[src/rtl/pc_sel_predict.sv]
// Next-PC select for the two-stage RV32I core: fetch-time prediction from a
// bimodal BHT (branches) or statically taken (JAL), EX-stage resolution and redirect.
module pc_sel_predict #(
    parameter int XLEN        = 32,
    parameter int DEPTH       = 64,
    parameter int ENABLE_PRED = 1,
    parameter int CNT_W       = 32
) (
    input  logic             clk,
    input  logic             rst,
    input  logic             stall,
    input  logic [XLEN-1:0]  fetch_pc,
    input  logic [31:0]      fetch_inst,
    input  logic             ex_valid,
    input  logic [31:0]      ex_inst,
    input  logic [XLEN-1:0]  ex_pc,
    input  logic             ex_pred_taken,
    input  logic [XLEN-1:0]  ex_target,
    input  logic             BrEq,
    input  logic             BrLT,
    output logic [1:0]       PCSignal,
    output logic [XLEN-1:0]  pc_tgt,
    output logic             pred_taken,
    output logic             flush,
    output logic [CNT_W-1:0] branch_count,
    output logic [CNT_W-1:0] mispredict_count
);

    localparam int IDX_W = $clog2(DEPTH);

    localparam logic [6:0] OP_BRANCH = 7'b1100011;
    localparam logic [6:0] OP_JAL    = 7'b1101111;
    localparam logic [6:0] OP_JALR   = 7'b1100111;
    localparam logic [6:0] OP_LUI    = 7'b0110111;
    localparam logic [6:0] OP_AUIPC  = 7'b0010111;
    localparam logic [6:0] OP_LOAD   = 7'b0000011;
    localparam logic [6:0] OP_IMM    = 7'b0010011;
    localparam logic [6:0] OP_REG    = 7'b0110011;

    localparam logic [1:0] SEL_HOLD  = 2'b00;
    localparam logic [1:0] SEL_ALU   = 2'b01;
    localparam logic [1:0] SEL_PLUS4 = 2'b10;
    localparam logic [1:0] SEL_TGT   = 2'b11;

    logic [1:0]       bht_q [DEPTH];
    logic [1:0]       bht_d [DEPTH];
    logic [CNT_W-1:0] branch_count_q, branch_count_d;
    logic [CNT_W-1:0] mispredict_count_q, mispredict_count_d;

    // ---------------- fetch-side prediction ----------------
    logic [6:0]       f_op;
    logic [IDX_W-1:0] f_idx;
    logic [XLEN-1:0]  f_bimm, f_jimm, f_pc_plus4, f_tgt;
    logic             f_pred;

    assign f_op       = fetch_inst[6:0];
    assign f_idx      = fetch_pc[IDX_W+1:2];
    assign f_pc_plus4 = fetch_pc + XLEN'(4);
    assign f_bimm     = {{(XLEN-12){fetch_inst[31]}}, fetch_inst[7], fetch_inst[30:25],
                         fetch_inst[11:8], 1'b0};
    assign f_jimm     = {{(XLEN-20){fetch_inst[31]}}, fetch_inst[19:12], fetch_inst[20],
                         fetch_inst[30:21], 1'b0};

    always_comb begin
        f_pred = 1'b0;
        f_tgt  = f_pc_plus4;
        if (f_op == OP_JAL) begin
            f_pred = 1'b1;
            f_tgt  = fetch_pc + f_jimm;
        end else if (f_op == OP_BRANCH) begin
            f_pred = (ENABLE_PRED != 0) ? bht_q[f_idx][1] : 1'b0;
            f_tgt  = fetch_pc + f_bimm;
        end
    end

    // ---------------- EX-side resolution ----------------
    logic [6:0]       x_op;
    logic [2:0]       x_f3;
    logic [4:0]       x_rd;
    logic [IDX_W-1:0] x_idx;
    logic             x_cond, x_taken, x_mispred, x_jalr, x_writes_rd, jalr_hazard;

    assign x_op  = ex_inst[6:0];
    assign x_f3  = ex_inst[14:12];
    assign x_rd  = ex_inst[11:7];
    assign x_idx = ex_pc[IDX_W+1:2];

    // funct3 010/011 are not real branches: never counted, never trained
    always_comb begin
        x_cond  = 1'b0;
        x_taken = 1'b0;
        if (ex_valid && (x_op == OP_BRANCH)) begin
            x_cond = 1'b1;
            case (x_f3)
                3'b000:         x_taken = BrEq;
                3'b001:         x_taken = !BrEq;
                3'b100, 3'b110: x_taken = BrLT;
                3'b101, 3'b111: x_taken = !BrLT;
                default:        x_cond  = 1'b0;
            endcase
        end
    end

    always_comb begin
        case (x_op)
            OP_LUI, OP_AUIPC, OP_JAL, OP_JALR, OP_LOAD, OP_IMM, OP_REG: x_writes_rd = 1'b1;
            default: x_writes_rd = 1'b0;
        endcase
    end

    assign x_mispred   = x_cond && (x_taken != ex_pred_taken);
    assign x_jalr      = ex_valid && (x_op == OP_JALR);
    assign jalr_hazard = (f_op == OP_JALR) && ex_valid && x_writes_rd &&
                         (x_rd != 5'd0) && (x_rd == fetch_inst[19:15]);

    // ---------------- next-PC select ----------------
    always_comb begin
        PCSignal = SEL_PLUS4;
        pc_tgt   = f_pc_plus4;
        flush    = 1'b0;
        if (x_jalr) begin
            PCSignal = SEL_ALU;
            flush    = 1'b1;
        end else if (x_mispred && x_taken) begin
            PCSignal = SEL_ALU;
            flush    = 1'b1;
        end else if (x_mispred) begin
            PCSignal = SEL_TGT;
            pc_tgt   = ex_pc + XLEN'(4);
            flush    = 1'b1;
        end else if (stall || jalr_hazard) begin
            PCSignal = SEL_HOLD;
        end else if (f_pred) begin
            PCSignal = SEL_TGT;
            pc_tgt   = f_tgt;
        end
    end

    assign pred_taken = f_pred;

    // ---------------- training and statistics ----------------
    always_comb begin
        bht_d = bht_q;
        if ((ENABLE_PRED != 0) && x_cond) begin
            if (x_taken && (bht_q[x_idx] != 2'b11)) begin
                bht_d[x_idx] = bht_q[x_idx] + 2'd1;
            end else if (!x_taken && (bht_q[x_idx] != 2'b00)) begin
                bht_d[x_idx] = bht_q[x_idx] - 2'd1;
            end
        end
    end

    always_comb begin
        branch_count_d     = branch_count_q;
        mispredict_count_d = mispredict_count_q;
        if (x_cond) begin
            if (branch_count_q != {CNT_W{1'b1}}) begin
                branch_count_d = branch_count_q + CNT_W'(1);
            end
            if (x_mispred && (mispredict_count_q != {CNT_W{1'b1}})) begin
                mispredict_count_d = mispredict_count_q + CNT_W'(1);
            end
        end
    end

    always_ff @(posedge clk or negedge rst) begin
        if (!rst) begin
            for (int i = 0; i < DEPTH; i++) begin
                bht_q[i] <= 2'b01;
            end
            branch_count_q     <= '0;
            mispredict_count_q <= '0;
        end else begin
            bht_q              <= bht_d;
            branch_count_q     <= branch_count_d;
            mispredict_count_q <= mispredict_count_d;
        end
    end

    assign branch_count     = branch_count_q;
    assign mispredict_count = mispredict_count_q;

    // ex_target is consumed by the PC mux outside this block
    logic unused_ok;
    assign unused_ok = ^{ex_inst[31:15], ex_target};

endmodule

[config.mk]
export PLATFORM = sky130hd
export DESIGN_NAME = pc_sel_predict
export DESIGN_NICKNAME = d
export VERILOG_FILES = /design/src/rtl/pc_sel_predict.sv
export SDC_FILE = /design/constraint.sdc
export NUM_CORES = 1
export LEC_CHECK = 0
export CORE_MARGIN = 2
export CORE_UTILIZATION = 35
export CTS_CLUSTER_SIZE = 25
export DETAILED_ROUTE_END_ITERATION = 8
export PLACE_DENSITY_LB_ADDON = 0.3
export SETUP_SLACK_MARGIN = 0.4
export SLEW_MARGIN = 5
export SYNTH_ARGS = -nofsm -noshare
export SYNTH_HDL_FRONTEND = slang
export SYNTH_SLANG_ARGS = --single-unit
[constraint.sdc]
create_clock -name clk -period 5.1 [get_ports clk]
set_input_delay 0.51 -clock clk [delete_from_list [all_inputs] [get_ports clk]]
set_output_delay 0.51 -clock clk [all_outputs]
set_load 0.05 [all_outputs]
==> results of run 1 <==
## logic make-up after synthesis
family / after synthesis / share of synthesized area, %
AOI/OAI and AO/OA: 398 / 18.5
muxes: 171 / 13.4
xor gates and xnor gates: 145 / 8.56
DFF: 192 / 32.7
adders and majority gates: 51 / 4.38
and+or+nand+nor: 569 / 19.2
buffers and inverters: 116 / 3.18
## cell type report
type | count | area, µm² | share of cell area (%)
clock buffers | 28 | 527 | 2.77
multi-input cells | 1334 | 9720 | 51.1
inverters | 32 | 120 | 0.631
flip-flops and latches | 192 | 4880 | 25.7
well taps | 539 | 674 | 3.54
clock inverters | 4 | 50.0 | 0.263
repair buffers | 287 | 3050 | 16.1
## critical path: stages
cell and delay, ps:
sky130_fd_sc_hd__clkdlybuf4s50_1 580, sky130_fd_sc_hd__buf_6 260, sky130_fd_sc_hd__mux4_2 520, sky130_fd_sc_hd__or2_2 290, sky130_fd_sc_hd__a31oi_2 240, sky130_fd_sc_hd__nand4_1 220, sky130_fd_sc_hd__a31oi_4 330, sky130_fd_sc_hd__buf_4 210
sky130_fd_sc_hd__a21boi_1 60, sky130_fd_sc_hd__buf_4 220, sky130_fd_sc_hd__o221ai_1 410, sky130_fd_sc_hd__buf_12 200
## through the flow
step | cells | total power, mW | hold slack, ps | util (%) | setup WS [ps]
CTS | 2415 | 3.87 | 50.7 | 44.9 | 406
floorplan | 1642 | 2.12 | 214 | - | 412
global route | 2416 | 4.03 | 72.5 | 45.3 | 379
finish | 2416 | 3.86 | 37.9 | 45.3 | 508
global placement | 2383 | 2.54 | 475 | 43.5 | 251
detailed placement | 2383 | 2.54 | 486 | 43.5 | 191
## power breakdown
part	switching, mW	leakage (nW)	internal, mW
combinational	0.614	5.18	0.402
clock	0.559	0.277	0.752
sequential	0.00426	2.44	1.53
## synthesized netlist by cell type (all sizes together), types with 10 or more instances
cell	count
a211oi	14
a21o	20
a21oi	84
a221o	10
a22oi	29
a31oi	17
and2	11
and3	25
and4	12
buf	25
clkbuf	59
dfrtp	128
dfstp	64
ha	49
inv	32
mux2	135
mux2i	26
mux4	10
nand2	171
nand2b	10
nand3	61
nand4	38
nor2	116
nor2b	15
nor3	33
nor4	17
o211ai	12
o21ai	58
o221ai	12
o22ai	29
o31ai	11
or2	13
or3	13
xnor2	92
xor2	53
## metal layers
layer	up-vias	GRT usage (%)
met5	-	0
li1	6565	-
met2	572	38.7
met1	6979	29.5
met4	0	8.77
met3	109	3.55
## worst max-delay path by stage
stage                  to  depth (start not counted)
4_1_cts        pc_tgt[23]                         12
3_5_place_dp   pc_tgt[29]                         12
3_3_place_gp   pc_tgt[29]                         12
6_report       pc_tgt[20]                         12
5_1_grt        pc_tgt[27]                         13
2_1_floorplan   pc_tgt[2]                          9
## placed cells by master, fill, tap and decap left out, types with 30 or more instances in the layout
cell type,count
sky130_fd_sc_hd__a21oi_1,81
sky130_fd_sc_hd__buf_12,33
sky130_fd_sc_hd__buf_4,68
sky130_fd_sc_hd__clkdlybuf4s50_1,179
sky130_fd_sc_hd__dfrtp_1,128
sky130_fd_sc_hd__dfstp_2,64
sky130_fd_sc_hd__ha_1,49
sky130_fd_sc_hd__inv_1,32
sky130_fd_sc_hd__mux2_2,135
sky130_fd_sc_hd__nand2_1,171
sky130_fd_sc_hd__nand3_1,61
sky130_fd_sc_hd__nand4_1,38
sky130_fd_sc_hd__nor2_1,114
sky130_fd_sc_hd__nor3_1,30
sky130_fd_sc_hd__o21ai_0,54
sky130_fd_sc_hd__xnor2_1,90
sky130_fd_sc_hd__xor2_1,53
## repair_timing
action | 4_1_cts | 5_1_grt
pin swaps | 0 | 4
cloned | 0 | 1
endpoints found under the hold margin | 0 | 0
setup endpoints to repair | 24 | 24
resized for setup | 4 | 30
hold buffers | 0 | 0
==> flow_summary.ini, run 1 <==
[timing]
slew_headroom_pct = 49.0
setup_viol = 0
post-route-min-period_ps = 4590
worst_slew_pin_slew_ps = 758
min_period_over_period_pct = 90.0
timing.fmax_mhz = 218
rsz0062_at_grt = yes
fin_tns_setup_ps = 0
finalMaxSlewViolations = 0
hold_violations = 0
clock-skew-final_ps = 10.4

[synth]
synth_sequential_area_ratio_pct = 32.7
number_of_synthesized_flops_with_an_enable_pin = 0
mappedNetlistArea_um2 = 14900
ys_dominant_reg_cell = sky130_fd_sc_hd__dfrtp_1
post_synth_inst_count = 1642
synth_top_cells_by_area = sky130_fd_sc_hd__dfrtp_1 21%, sky130_fd_sc_hd__dfstp_2 11%, sky130_fd_sc_hd__mux2_2 10%
mappedNetlistNets = 1860
synth_top_area_share_pct = 21.5
synthesis.area_per_instance_um2 = 9.09
ys_warn_count = 0
ys_async_sr_fraction_pct = 100
yosysTopAreaCell = sky130_fd_sc_hd__dfrtp_1
synthDistinctLibCells = 87
synth.ff_latch_count = 192

[floorplanning]
total_die_area_um2 = 44300
starting_density_pct = 35.5
top_level_ports = 267
die_span_x_um = 210
core_area_um2 = 42000
dieHeight_um = 210
std_cell_rows = 75

[place]
portBuffers = 217
gp_routability_congestion = 0.935
dp_hpwl_um = 39300
placedInstanceArea_um2 = 18300

[global_route]
first_global_vias = 14100
grt_start_max_net_pins = 132
grt_antenna_before_repair = 0
grt_overflow_total = 0
grt_usage_pct = 22.9
grt_pass1_wl_um = 80000

[critical_path]
critPathMaxFanout = 17
timing.critical_path.required_ps = 4590
rrSetupSlack_ps = 1330
worst-endpoint-arrival_ps = 4080
setup.worst_path.start = fetch_pc[3]
end_kind = output port
type_of_the_setup_path_with_the_least_slack = in -> out
reg2regPathDepth = 12
startpoint_type = input pin
regToRegEndpoint = bht_q[81]$_DFFE_PN0P_

[power]
total_leakage_power_nw = 7.89
worst_ir_drop_vdd_uv = 238
power.density_cell_area_nw_per_um2 = 203

[finish]
n_diodes = 0
final_layout_size_suffix_gt1_share_pct = 21.6
fin_nets = 2082
area_growth_syn_to_layout_pct = 27.5
final_cell_area_um2 = 19000
layout.filler_cells = 4081

[detailed_routing]
detailed_route_via_count = 14200
met3_wirelength_um = 3350
drtAntennaViolNets = 0
detailedRoute.firstIterationViolations = 1176
drc = 0
detailedRoute.firstPassIterationCount = 6
routed.top_layer = met4
detail_route.vias_per_cell = 5.89
finalWirelength_um = 52000
met2_length_um = 24900
wl_met1_um = 22200
final_routed_wire_length_divided_by_cell_count_um = 21.5

[flow_run]
max-cap-violations = 0

[clocking]
cts-htree-levels = 4
tritoncts = built
worstSkewPairLatency_ps = 440
inserted_clock_buffers = 17
cts.root.buffer_cell = sky130_fd_sc_hd__clkbuf_16
postCtsSetupBuffers = 0
clockBufferDepth = 2
clock_pin_slew_on_the_worst_setup_and_hold_paths_ps = 70
numClockSinks = 192

[status]
run_status = finished, final reports clean

[hold_path]
min-delay-path-class = in -> async
Note: power is estimated with default switching activity, not from simulation.
==> inputs of run 2 (changes only) <==
--- a/config.mk
+++ b/config.mk
@@ -7,9 +7,9 @@
 export LEC_CHECK = 0
 export CORE_MARGIN = 2
 export CORE_UTILIZATION = 35
-export CTS_CLUSTER_SIZE = 25
+export CTS_BUF_LIST = sky130_fd_sc_hd__clkbuf_4 sky130_fd_sc_hd__clkbuf_8 sky130_fd_sc_hd__clkbuf_16
 export DETAILED_ROUTE_END_ITERATION = 8
-export PLACE_DENSITY_LB_ADDON = 0.3
+export PLACE_DENSITY = 0.66
 export SETUP_SLACK_MARGIN = 0.4
 export SLEW_MARGIN = 5
 export SYNTH_ARGS = -nofsm -noshare
==> flow_summary.ini, run 2 (synthesis gave the netlist of run 1 again) <==
[timing]
hold_violations = 0
setup_viol = 0
finalMaxSlewViolations = 0
clock-skew-final_ps = 9.24
hold_slack_ps = 124
fin_tns_setup_ps = 0
post-route-min-period_ps = 4680
rsz0062_at_grt = yes
min_period_over_period_pct = 91.9
timing.fmax_mhz = 213
slew_headroom_pct = 39.1
worst_slew_pin_slew_ps = 906

[power]
p_clk_share_pct = 34.9
power.density_cell_area_nw_per_um2 = 205
total_switching_power_mw = 1.20
part_of_the_power_in_combinational_logic_pct = 25.7
worst_ir_drop_vdd_uv = 222
p_total_mw = 3.89
seq_power_share_pct = 39.4
power.internal_mw = 2.70
p_sw_share_pct = 30.7
total_leakage_power_nw = 7.88

[critical_path]
regToRegEndpoint = bht_q[99]$_DFFE_PN0P_
end_kind = output port
reg2regPathDepth = 13
worst-endpoint-arrival_ps = 4170
startpoint_type = input pin
rrSetupSlack_ps = 1330
critPathMaxFanout = 21
cp_cell_sequence = clkdlybuf4s50_1 > buf_4 > mux4_2 > a32o_1 > a31oi_1 > nand4_1 > a31oi_4 > buf_4 > or2_2 > a2111oi_0 > a21boi_0 > buf_4 > buf_12
crit_path_end = pc_tgt[26]
timing.critical_path.required_ps = 4590
type_of_the_setup_path_with_the_least_slack = in -> out
worst_path_max_delay_cell = sky130_fd_sc_hd__mux4_2
crit_path_frequent_cell = sky130_fd_sc_hd__buf_4
slowest_delay_ps = 590
setup.worst_path.start = fetch_pc[2]

[floorplanning]
dieHeight_um = 210
core_area_um2 = 42000
starting_density_pct = 35.5
total_die_area_um2 = 44300
top_level_ports = 267
std_cell_rows = 75
die_span_x_um = 210

[clocking]
numClockSinks = 192
cts.root.buffer_cell = sky130_fd_sc_hd__clkbuf_16
inserted_clock_buffers = 17
cts-htree-levels = 4
postCtsHoldBufs = 0
tritoncts = built
clockBufferDepth = 2
worstSkewPairLatency_ps = 440
clock_pin_slew_on_the_worst_setup_and_hold_paths_ps = 70

[place]
dp_hpwl_um = 39900
placedInstanceArea_um2 = 18300
gp_routability_congestion = 0.955
portBuffers = 217

[finish]
area_growth_syn_to_layout_pct = 27.1
most-common-layout-cells = 180 x sky130_fd_sc_hd__clkdlybuf4s50_1, 171 x sky130_fd_sc_hd__nand2_1, 135 x sky130_fd_sc_hd__mux2_2
register_area_um2 = 4880
fin_nets = 2086
n_diodes = 0
multi_input_comb_area_um2 = 9630
layout.cells.most_common = sky130_fd_sc_hd__clkdlybuf4s50_1
final_cell_area_um2 = 19000
final_layout_size_suffix_gt1_share_pct = 21.3
layout.filler_cells = 4073

[status]
run_status = finished with violations
failed_checks = design-rule violations

[detailed_routing]
detailedRoute.firstPassIterationCount = 9
final_routed_wire_length_divided_by_cell_count_um = 21.7
detail_route.vias_per_cell = 5.91
detailed_route_via_count = 14300
drtAntennaViolNets = 0
drc = 1
finalWirelength_um = 52400
detailedRoute.firstIterationViolations = 1018

[flow_run]
max-cap-violations = 0

[global_route]
grt_pass1_wl_um = 80500
grt_usage_pct = 23.2
grt_overflow_total = 0
grt_start_max_net_pins = 104
first_global_vias = 13900
grt_antenna_before_repair = 0

[hold_path]
min-delay-path-class = in -> async
-- run 2: worst min-delay path by stage --
stage,start,slack (ps),to
after floorplan,rst,210,bht_q[101]$_DFFE_PN0P_
after global placement,branch_count[18]$_DFFE_PN0P_,480,branch_count[18]$_DFFE_PN0P_
after detailed placement,mispredict_count[9]$_DFFE_PN0P_,480,mispredict_count[9]$_DFFE_PN0P_
after CTS,rst,170,bht_q[75]$_DFFE_PN0P_
after global routing,rst,180,bht_q[61]$_DFFE_PN0P_
final,rst,120,bht_q[77]$_DFFE_PN0P_
-- run 2: critical path, delay by kind of cell --
family,cells,cell delay [ps]
AO/OA/AOI/OAI,5,1260
AND/OR/NAND/NOR,2,480
multiplexers,1,590
buffers and inverters,5,1310
-- run 2: through the flow --
step                cells  worst slack (ps)  utilization, %
finish               2419               415            45.1
global route         2419               248            45.1
CTS                  2418               398            45.0
detailed placement   2387               195            43.6
global placement     2387               224            43.6
floorplan            1642               412               -
-- run 2: power groups by stage --
stage | logic, mW | registers (mW) | clock network, mW
floorplan | 0.549 | 1.57 | 0
global placement | 0.973 | 1.56 | 0
detailed placement | 0.981 | 1.56 | 0
CTS | 0.986 | 1.53 | 1.38
global route | 1.08 | 1.53 | 1.45
finish | 1.00 | 1.53 | 1.36
-- run 2: routing by layer --
layer / GRT usage, % / up-vias / share of wire [%]
met5: 0 / - / 0
li1: - / 6591 / -
met4: 9.23 / 0 / 3.3
met1: 29.8 / 7005 / 42
met3: 3.11 / 97 / 6.6
met2: 39.5 / 592 / 48
-- run 2: repair_timing --
item | in CTS | in global routing
pin swaps | 1 | 1
gates resized for setup | 2 | 13
endpoints found under the hold margin | 0 | 0
buffers inserted | 0 | 1
endpoints found under the setup margin | 4 | 32
-- run 2: cell type report --
cell class | instances | area share [%]
clock buffer | 22 | 2.54
inverter | 32 | 0.633
tap | 539 | 3.56
multi-input combinational | 1334 | 50.8
sequential | 192 | 25.8
timing repair buffer | 291 | 16.2
clock inverter | 9 | 0.574
==> inputs of run 3 (changes only) <==
--- a/config.mk
+++ b/config.mk
@@ -9,8 +9,7 @@
 export CORE_UTILIZATION = 35
 export CTS_BUF_LIST = sky130_fd_sc_hd__clkbuf_4 sky130_fd_sc_hd__clkbuf_8 sky130_fd_sc_hd__clkbuf_16
 export DETAILED_ROUTE_END_ITERATION = 8
-export PLACE_DENSITY = 0.66
-export SETUP_SLACK_MARGIN = 0.4
+export SETUP_SLACK_MARGIN = 0.02
 export SLEW_MARGIN = 5
 export SYNTH_ARGS = -nofsm -noshare
 export SYNTH_HDL_FRONTEND = slang
==> flow_summary.ini, run 3 (synthesis gave the netlist of run 1 again) <==
[critical_path]
timing.critical_path.required_ps = 4590
slowest_delay_ps = 640
reg2regPathDepth = 12
crit_path_end = pc_tgt[31]
crit_path_frequent_cell = sky130_fd_sc_hd__o211a_1
setup.worst_path.start = fetch_pc[3]
cp_cell_sequence = clkdlybuf4s50_1 > buf_4 > ha_1 > nor2b_1 > o31a_1 > o211a_1 > o211a_1 > o211ai_1 > nand4_1 > nor3b_1 > a221oi_1 > buf_12
regToRegEndpoint = bht_q[123]$_DFFE_PN0P_
worst-endpoint-arrival_ps = 4380
critPathMaxFanout = 16
rrSetupSlack_ps = 1180
timing.critical_path.depth = 12
end_kind = output port
startpoint_type = input pin
path_buf_inv = 3
worst_path_max_delay_cell = sky130_fd_sc_hd__o211ai_1
cp_top_family = compound AO/OA/AOI/OAI gates
type_of_the_setup_path_with_the_least_slack = in -> out

[power]
worst_ir_drop_vdd_uv = 232
power.density_cell_area_nw_per_um2 = 209
total_leakage_power_nw = 7.81

[timing]
hold_slack_ps = 171
hold_violations = 0
rsz0062_at_grt = no
worst_slew_pin_slew_ps = 1020
min_period_over_period_pct = 95.8
post-route-min-period_ps = 4890
timing.fmax_mhz = 205
fin_tns_setup_ps = 0
clock-skew-final_ps = 8.79
finalMaxSlewViolations = 0
slew_headroom_pct = 31.5
setup_viol = 0

[hold_path]
min-delay-path-class = in -> async

[clocking]
cts.root.buffer_cell = sky130_fd_sc_hd__clkbuf_16
clock_pin_slew_on_the_worst_setup_and_hold_paths_ps = 60
numClockSinks = 192
worstSkewPairLatency_ps = 440
cts-htree-levels = 4
inserted_clock_buffers = 17
clockBufferDepth = 2
tritoncts = built

[finish]
fin_nets = 2083
final-instance-count-excl-fill = 2417
layout.cells.most_common = sky130_fd_sc_hd__clkdlybuf4s50_1
multi_input_comb_area_um2 = 9580
register_area_um2 = 4880
most-common-layout-cells = 181 x sky130_fd_sc_hd__clkdlybuf4s50_1, 171 x sky130_fd_sc_hd__nand2_1, 135 x sky130_fd_sc_hd__mux2_2
final_layout_size_suffix_gt1_share_pct = 20.8
area_growth_syn_to_layout_pct = 25.7
n_diodes = 0
layout.filler_cells = 4071

[place]
dp_hpwl_um = 40600
placed_cells = 2385
portBuffers = 217
gp_routability_congestion = 0.969

[global_route]
grt_overflow_total = 0
grt_pass1_wl_um = 82000
first_global_vias = 14100
grt_antenna_before_repair = 1
grt_usage_pct = 23.7
grt_start_max_net_pins = 115

[detailed_routing]
detailedRoute.firstIterationViolations = 1004
met3_wirelength_um = 3530
routed.top_layer = met5
drtAntennaViolNets = 0
detail_route.vias_per_cell = 5.86
detailed_route_via_count = 14200
wl_met1_um = 22700
detailedRoute.firstPassIterationCount = 5
drc = 0
final_routed_wire_length_divided_by_cell_count_um = 21.9
finalWirelength_um = 52900
met2_length_um = 24800

[floorplanning]
starting_density_pct = 35.5
dieHeight_um = 210
die_span_x_um = 210
total_die_area_um2 = 44300
std_cell_rows = 75
top_level_ports = 267
core_area_um2 = 42000

[status]
run_status = finished, final reports clean

[flow_run]
max-cap-violations = 0
[run 3: how the worst min path moves through the flow]
stage | startpoint | endpoint
6_report | rst | bht_q[59]$_DFFE_PN0P_
5_1_grt | rst | bht_q[59]$_DFFE_PN0P_
4_1_cts | rst | bht_q[121]$_DFFE_PN0P_
3_5_place_dp | branch_count[16]$_DFFE_PN0P_ | branch_count[16]$_DFFE_PN0P_
3_3_place_gp | branch_count[28]$_DFFE_PN0P_ | branch_count[28]$_DFFE_PN0P_
2_1_floorplan | rst | bht_q[101]$_DFFE_PN0P_
[run 3: repair_timing]
item | CTS | global route
hold buffers | 0 | 0
buffers inserted | 0 | 0
resized for setup | 0 | 1
endpoints found under the setup margin | 0 | 2
[run 3: worst reg2reg max path: stages, from the launching register on]
cell and delay [ps]:
sky130_fd_sc_hd__dfstp_2 530, sky130_fd_sc_hd__nor2_1 40, sky130_fd_sc_hd__a21oi_1 110, sky130_fd_sc_hd__nor2_1 70
sky130_fd_sc_hd__a2111oi_0 390, sky130_fd_sc_hd__o21ai_0 180, sky130_fd_sc_hd__mux4_2 530, sky130_fd_sc_hd__ha_1 220
sky130_fd_sc_hd__mux2i_1 170, sky130_fd_sc_hd__nand3b_1 190, sky130_fd_sc_hd__nor3_1 820, sky130_fd_sc_hd__nand2_1 230
sky130_fd_sc_hd__mux2_2 320
[run 3: cell type report]
cell class / count / share of cell area (%)
timing repair buffer: 288 / 15.4
tap: 539 / 3.60
multi-input combinational: 1334 / 51.1
sequential: 192 / 26.0
inverter: 32 / 0.640
clock buffer: 19 / 2.41
clock inverter: 13 / 0.867
[run 3: power by group]
group          total [mW]  internal, mW  switching, mW
Clock                1.40         0.798          0.601
Sequential           1.53          1.53        0.00434
Combinational       0.984         0.383          0.601
Total                3.92          2.71           1.21
[run 3: per-layer routing]
metal | vias up | global-route usage, %
li1 | 6598 | -
met4 | 2 | 9.62
met5 | - | 0
met1 | 6927 | 31.3
met3 | 94 | 3.46
met2 | 551 | 38.8
[run 3: metrics by stage]
step                power, mW  instance area [µm²]  setup WS (ps)  util [%]
floorplan                2.11                14900            398         -
global placement         2.53                18100            112      43.1
detailed placement       2.53                18100           76.9      43.1
CTS                      3.94                18800            206      44.6
global route             4.09                18800           35.1      44.6
finish                   3.92                18800            212      44.6
==> variant 1 (config.mk and constraints of run 3) <==
The parameter `CNT_W` goes from 32 to 24.
--- a/src/rtl/pc_sel_predict.sv
+++ b/src/rtl/pc_sel_predict.sv
@@ -4,7 +4,7 @@
     parameter int XLEN        = 32,
     parameter int DEPTH       = 64,
     parameter int ENABLE_PRED = 1,
-    parameter int CNT_W       = 32
+    parameter int CNT_W       = 24
 ) (
     input  logic             clk,
     input  logic             rst,
Ports: changed (resized branch_count and mispredict_count); port bits go from 267 to 251. The function was not compared with the original's and may differ.
==> variant 1 against run 3 <==
  * Register-to-register slack better by 0.64 ns
  * Design area fell by 11%
  * Wire length decreased by 8.2%
  * Clock skew up 0.0010 ns
  * Synthesized area down 12%
  * Total power decreased by 6.2%
  * Non-clock buffer count down 30
  * Sequential cell count shrank 16
  * Clock power decreased by 3%
  * Setup slack gained 0.26 ns
  * Cell count is 5.5% lower
  * Count of clock-buffer cells in the layout is 1 higher
  * Critical endpoint is now pc_tgt[26]
  * Critical path type unchanged
  * Highest routed layer is now met4
  * Largest power group unchanged
==> variant 1: results (changes against run 3) <==
Run status
  • Status: complete, no violations (unchanged)

Layout
  • Fraction of layout cells with a size suffix above 1: 12.5% (was 20.8%)
  • Final std cells w/o fill: 2284 (was 2417)
  • Final #Nets: 2021 (was 2083)
  • Fillers: 3542 (was 4071)

Setup path
  • Slowest CP cell: clkdlybuf4s50_1 (was o211ai_1)
  • R2r endpoint: bht_q[67]$_DFFE_PN0P_ (was bht_q[123]$_DFFE_PN0P_)
  • Worst path max stage delay: 0.59 ns (was 0.64 ns)
  • CP delay by family, top: compound AO/OA/AOI/OAI gates (unchanged)
  • CP max FO: 7 (was 16)
  • Flop-to-flop setup slack: 1.82 ns (was 1.18 ns)
  • Arrival time worst endpoint: 4.11 ns (was 4.38 ns)

Global routing
  • Antenna violations before repair: 0 (was 1)
  • Global routing usage on met3: 3.26% (was 3.46%)
  • Met2 Usage GRT: 40.8% (was 38.8%)
  • Met1 usage in global routing: 33.7% (was 31.3%)
  • Vias in the first global route: 12600 (was 14100)
  • Total track usage: 24.7% (was 23.7%)
  • First-pass GRT wire length: 73.9 mm (was 82.0 mm)
  • Largest net degree at the start of global routing: 108 (was 115)

STA
  • Transition time of the tightest slew-check pin: 1.05 ns (was 1.02 ns)
  • Fin Clk Skew: 0.00981 ns (was 0.00879 ns)

Power and ir drop
  • Worst ir drop on vdd: 0.231 mV (was 0.232 mV)
  • Lkg Pwr: 6.70 nW (was 7.81 nW)

Yosys
  • Register bit total from synthesis: 176 (was 192)
  • Post-synth ARST share: 100% (unchanged)
  • Mean Syn Cell Area: 8.22 sq um (was 9.09 sq um)
  • Syn Nets: 1810 (was 1860)
  • Sequential fraction of the synthesis area: 34.3% (was 32.7%)
  • Synth Warn #: 0 (unchanged)
  • Synth area leaders: dfrtp_1, dfstp_2, nand2_1, o21ai_0, xnor2_1 (was dfrtp_1, dfstp_2, mux2_2, xnor2_1, nand2_1)
  • Post-synth cell types: 84 (was 87)
  • Post-synth top cells: nand2_1, o21ai_0, dfrtp_1 (was nand2_1, mux2_2, dfrtp_1)

Clock tree
  • Clk slew on worst S/H paths: 0.07 ns
  • Clock buffer depth: 2 (unchanged)
  • Clock root cell: clkbuf_16 (unchanged)
  • H-tree levels: 4 (unchanged)
  • Skew-Pair Late Insertion Delay: 0.43 ns
  • Cts repair resizes: 0 (unchanged)
  • CTS Buf Count: 17 (unchanged)

Place
  • Port bufs: 201 (was 217)
  • GPL Wtd Cong: 0.955 (was 0.969)
  • DPL Wire Length: 37.1 mm (was 40.6 mm)

Route
  • Routed WL: 48.5 mm (was 52.9 mm)
  • Vias per cell: 5.74 (was 5.86)
  • Post-route DRC violation count: 0 (unchanged)
  • Iter 0 DRT Violations: 1027 (was 1004)
## variant 1: layout make-up
type                    count  area (sq um)  share of cell area [%]
clock inverters            12           148                   0.884
multi-input cells        1321          8180                    49.0
inverters                  29           109                   0.652
clock buffers              20           467                    2.80
repair buffers            258          2720                    16.3
well taps                 468           586                    3.51
flip-flops and latches    176          4480                    26.9
## variant 1: metal layers
layer / share of wire (%) / routed length, microns
met2: 47 / 23100
met4: 2.3 / 1110
met5: 0 / 0
met3: 6.5 / 3170
met1: 44 / 21200
## variant 1: report_power, final
| group | switching, mW | internal (mW) |
|---|---|---|
| registers | 0.00417 | 1.40 |
| clock network | 0.591 | 0.774 |
| logic | 0.546 | 0.355 |
| total | 1.14 | 2.53 |
## variant 1: stage by stage
step,cell area [sq um],utilization [%],setup WS (ns),hold WS (ns)
2_1_floorplan,13100,-,0.969,0.214
3_3_place_gp,16100,43.8,0.496,0.452
3_5_place_dp,16100,43.8,0.476,0.456
4_1_cts,16700,45.5,0.528,0.241
5_1_grt,16700,45.5,0.257,0.263
6_report,16700,45.5,0.477,0.196
## variant 1: logic make-up (layout without fill, tap and decap cells)
logic type                 after synthesis  in the layout  synth area share, %
AOI/OAI and AO/OA                      487            487                 23.6
xor gates and xnor gates               137            137                 9.17
DFF                                    176            176                 34.3
muxes                                   27             27                 2.78
adders and majority gates               51             51                 4.99
and+or+nand+nor                        619            619                 21.8
buffers and inverters                   95            319                 3.37
## variant 1: worst max path at each step
| stage | from | end | cells past startpoint |
|---|---|---|---|
| CTS | fetch_pc[7] | pc_tgt[26] | 12 |
| detailed placement | ex_pc[2] | bht_q[125]$_DFFE_PN0P_ | 13 |
| floorplan | fetch_pc[2] | pc_tgt[25] | 13 |
| global placement | fetch_pc[7] | pc_tgt[26] | 12 |
| global route | fetch_pc[7] | pc_tgt[26] | 12 |
| finish | fetch_pc[7] | pc_tgt[26] | 12 |
==> variant 2 (settings of run 3) <==
Without the edit above. Make the reset (`rst`) synchronous in one clocked block.
--- a/src/rtl/pc_sel_predict.sv
+++ b/src/rtl/pc_sel_predict.sv
@@ -163,7 +163,7 @@
         end
     end
 
-    always_ff @(posedge clk or negedge rst) begin
+    always_ff @(posedge clk) begin
         if (!rst) begin
             for (int i = 0; i < DEPTH; i++) begin
                 bht_q[i] <= 2'b01;
Formal check against the unedited RTL: not equivalent (Yosys sat finds a counterexample within 4 cycles, from zero or initial values and one cycle with rst low; the reset may be asserted at any time).
==> variant 2 against run 3 <==
  * Total power decreased by 2.3%
  * Sequential cell count unchanged
  * Wire length decreased by 1.9%
  * Critical endpoint is now pc_tgt[27]
  * Design area decreased by 1.8%
  * Largest cell class unchanged
  * Synthesized area decreased by 3.2%
  * Setup slack improved by 0.016 ns
  * Maximum frequency increased by 0.33%
  * Count of clock-buffer cells in the layout decreased by 1
==> variant 2: results (changes against run 3) <==
Run status
  • Status: complete, no violations (unchanged)

Route
  • Via count: 14800 (was 14200)
  • Routed WL: 51.9 mm (was 52.9 mm)
  • DRT met1 WL: 23.3 mm (was 22.7 mm)
  • Routed wl met3: 3.29 mm (was 3.53 mm)
  • Detail Route met2 WL: 23.8 mm (was 24.8 mm)
  • Iter 0 DRT Violations: 1143 (was 1004)
  • Routed wire per std cell: 20.1 microns (was 21.9 microns)

Setup path
  • R2r endpoint: bht_q[125]$_SDFFE_PN0P_ (was bht_q[123]$_DFFE_PN0P_)
  • Slowest CP cell: clkdlybuf4s50_1 (was o211ai_1)
  • Worst Setup EP: pc_tgt[27] (was pc_tgt[31])
  • Flop-to-flop setup slack: 1.69 ns (was 1.18 ns)
  • R2R cell count: 20 (was 12)
  • CP max FO: 8 (was 16)
  • Arrival time worst endpoint: 4.36 ns (was 4.38 ns)

STA
  • Final min period: 4.87 ns (was 4.89 ns)
  • Relative slew slack: 37.4% (was 31.5%)

Yosys
  • Syn Nets: 2053 (was 1860)
  • Post-synth ARST share: 0% (was 100%)
  • Sequential fraction of the synthesis area: 26.6% (was 32.7%)
  • Largest family of logic cells by synthesized area: compound AO/OA/AOI/OAI gates (was simple AND/OR/NAND/NOR gates)
  • Synth Area in Adders: 4.52% (was 4.38%)
  • Mux contribution to synthesized area: 4.16% (was 13.4%)
  • XOR/XNOR share of the synthesized area: 8.55% (was 8.56%)
  • Synth area leaders: dfxtp_1, xnor2_1, ha_1, o21ai_0, nor2_1 (was dfrtp_1, dfstp_2, mux2_2, xnor2_1, nand2_1)
  • Synth Area in Compound Gates: 26.6% (was 18.5%)
  • Post-synth top cells: dfxtp_1, nor2_1, nand2_1 (was nand2_1, mux2_2, dfrtp_1)
  • Mean Syn Cell Area: 7.87 sq um (was 9.09 sq um)

Layout
  • Final #Nets: 2251 (was 2083)
  • Fraction of layout cells with a size suffix above 1: 10.5% (was 20.8%)

Global routing
  • Met2 Usage GRT: 38.0% (was 38.8%)
  • Global routing usage on met3: 3.70% (was 3.46%)
  • Met1 usage in global routing: 32.1% (was 31.3%)
  • First-pass GRT wire length: 81.7 mm (was 82.0 mm)
  • Largest net degree at the start of global routing: 126 (was 115)
  • Total track usage: 23.6% (was 23.7%)

Place
  • Pre-CTS setup slack: 0.289 ns (was 0.0769 ns)
  • GPL Wtd Cong: 0.930 (was 0.969)
  • DPL Wire Length: 38.5 mm (was 40.6 mm)
  • DP Cell Count: 2546 (was 2385)

Power and ir drop
  • Sw Ratio: 30.4% (was 30.8%)
  • Cell Pwr Density: 208 nW/um^2 (was 209 nW/um^2)
  • Worst ir drop on vdd: 0.222 mV (was 0.232 mV)

Min path
  • HP Class: flip-flop to flip-flop (was input port to asynchronous set/reset pin)
[variant 2: cell count changes after synthesis, moves of 31 or more]
cell / before / now
dfxtp_1: 0 / 192
dfrtp_1: 128 / 0
mux2_2: 135 / 8
a21boi_0: 5 / 69
dfstp_2: 64 / 0
o21ai_0: 57 / 117
and2_1: 10 / 67
nand3_1: 61 / 104
clkbuf_1: 59 / 97
nor3b_1: 6 / 41
a41oi_1: 0 / 32
a31oi_1: 16 / 47
nand2_1: 171 / 140
nand2b_1: 10 / 41
[variant 2: worst register-to-register path: stages, from the launching register on]
cell and delay (ns):
dfxtp_1 0.33, mux2_2 0.14, o22ai_1 0.07, o21ai_0 0.18, o221ai_1 0.16, o211ai_1 0.23
o21ai_0 0.17, nor2_1 0.21, a2bb2oi_4 0.22, inv_1 0.06, ha_1 0.19, nor2b_1 0.11
o21a_1 0.16, nor2b_1 0.14, buf_4 0.16, nand2_1 0.06, buf_4 0.18, buf_4 0.15
nor2_1 0.18, nand2_1 0.08, a21boi_0 0.14
[variant 2: how the worst min path moves through the flow]
stage | slack, ns | cells after the start | end
after floorplan | 0.46 | 2 | bht_q[101]$_SDFFE_PN0P_
after global placement | 0.48 | 2 | bht_q[35]$_SDFFE_PN0P_
after detailed placement | 0.49 | 2 | bht_q[35]$_SDFFE_PN0P_
after CTS | 0.50 | 2 | bht_q[35]$_SDFFE_PN0P_
after global routing | 0.53 | 2 | bht_q[35]$_SDFFE_PN0P_
final | 0.50 | 2 | bht_q[27]$_SDFFE_PN0P_
[variant 2: cell type report]
type	count	area, sq um
inverter	21	78.8
fill	4026	22300
clock buffer	18	439
sequential	192	3840
tap	532	666
clock inverter	14	178
multi-input combinational	1492	10000
timing repair buffer	309	3220
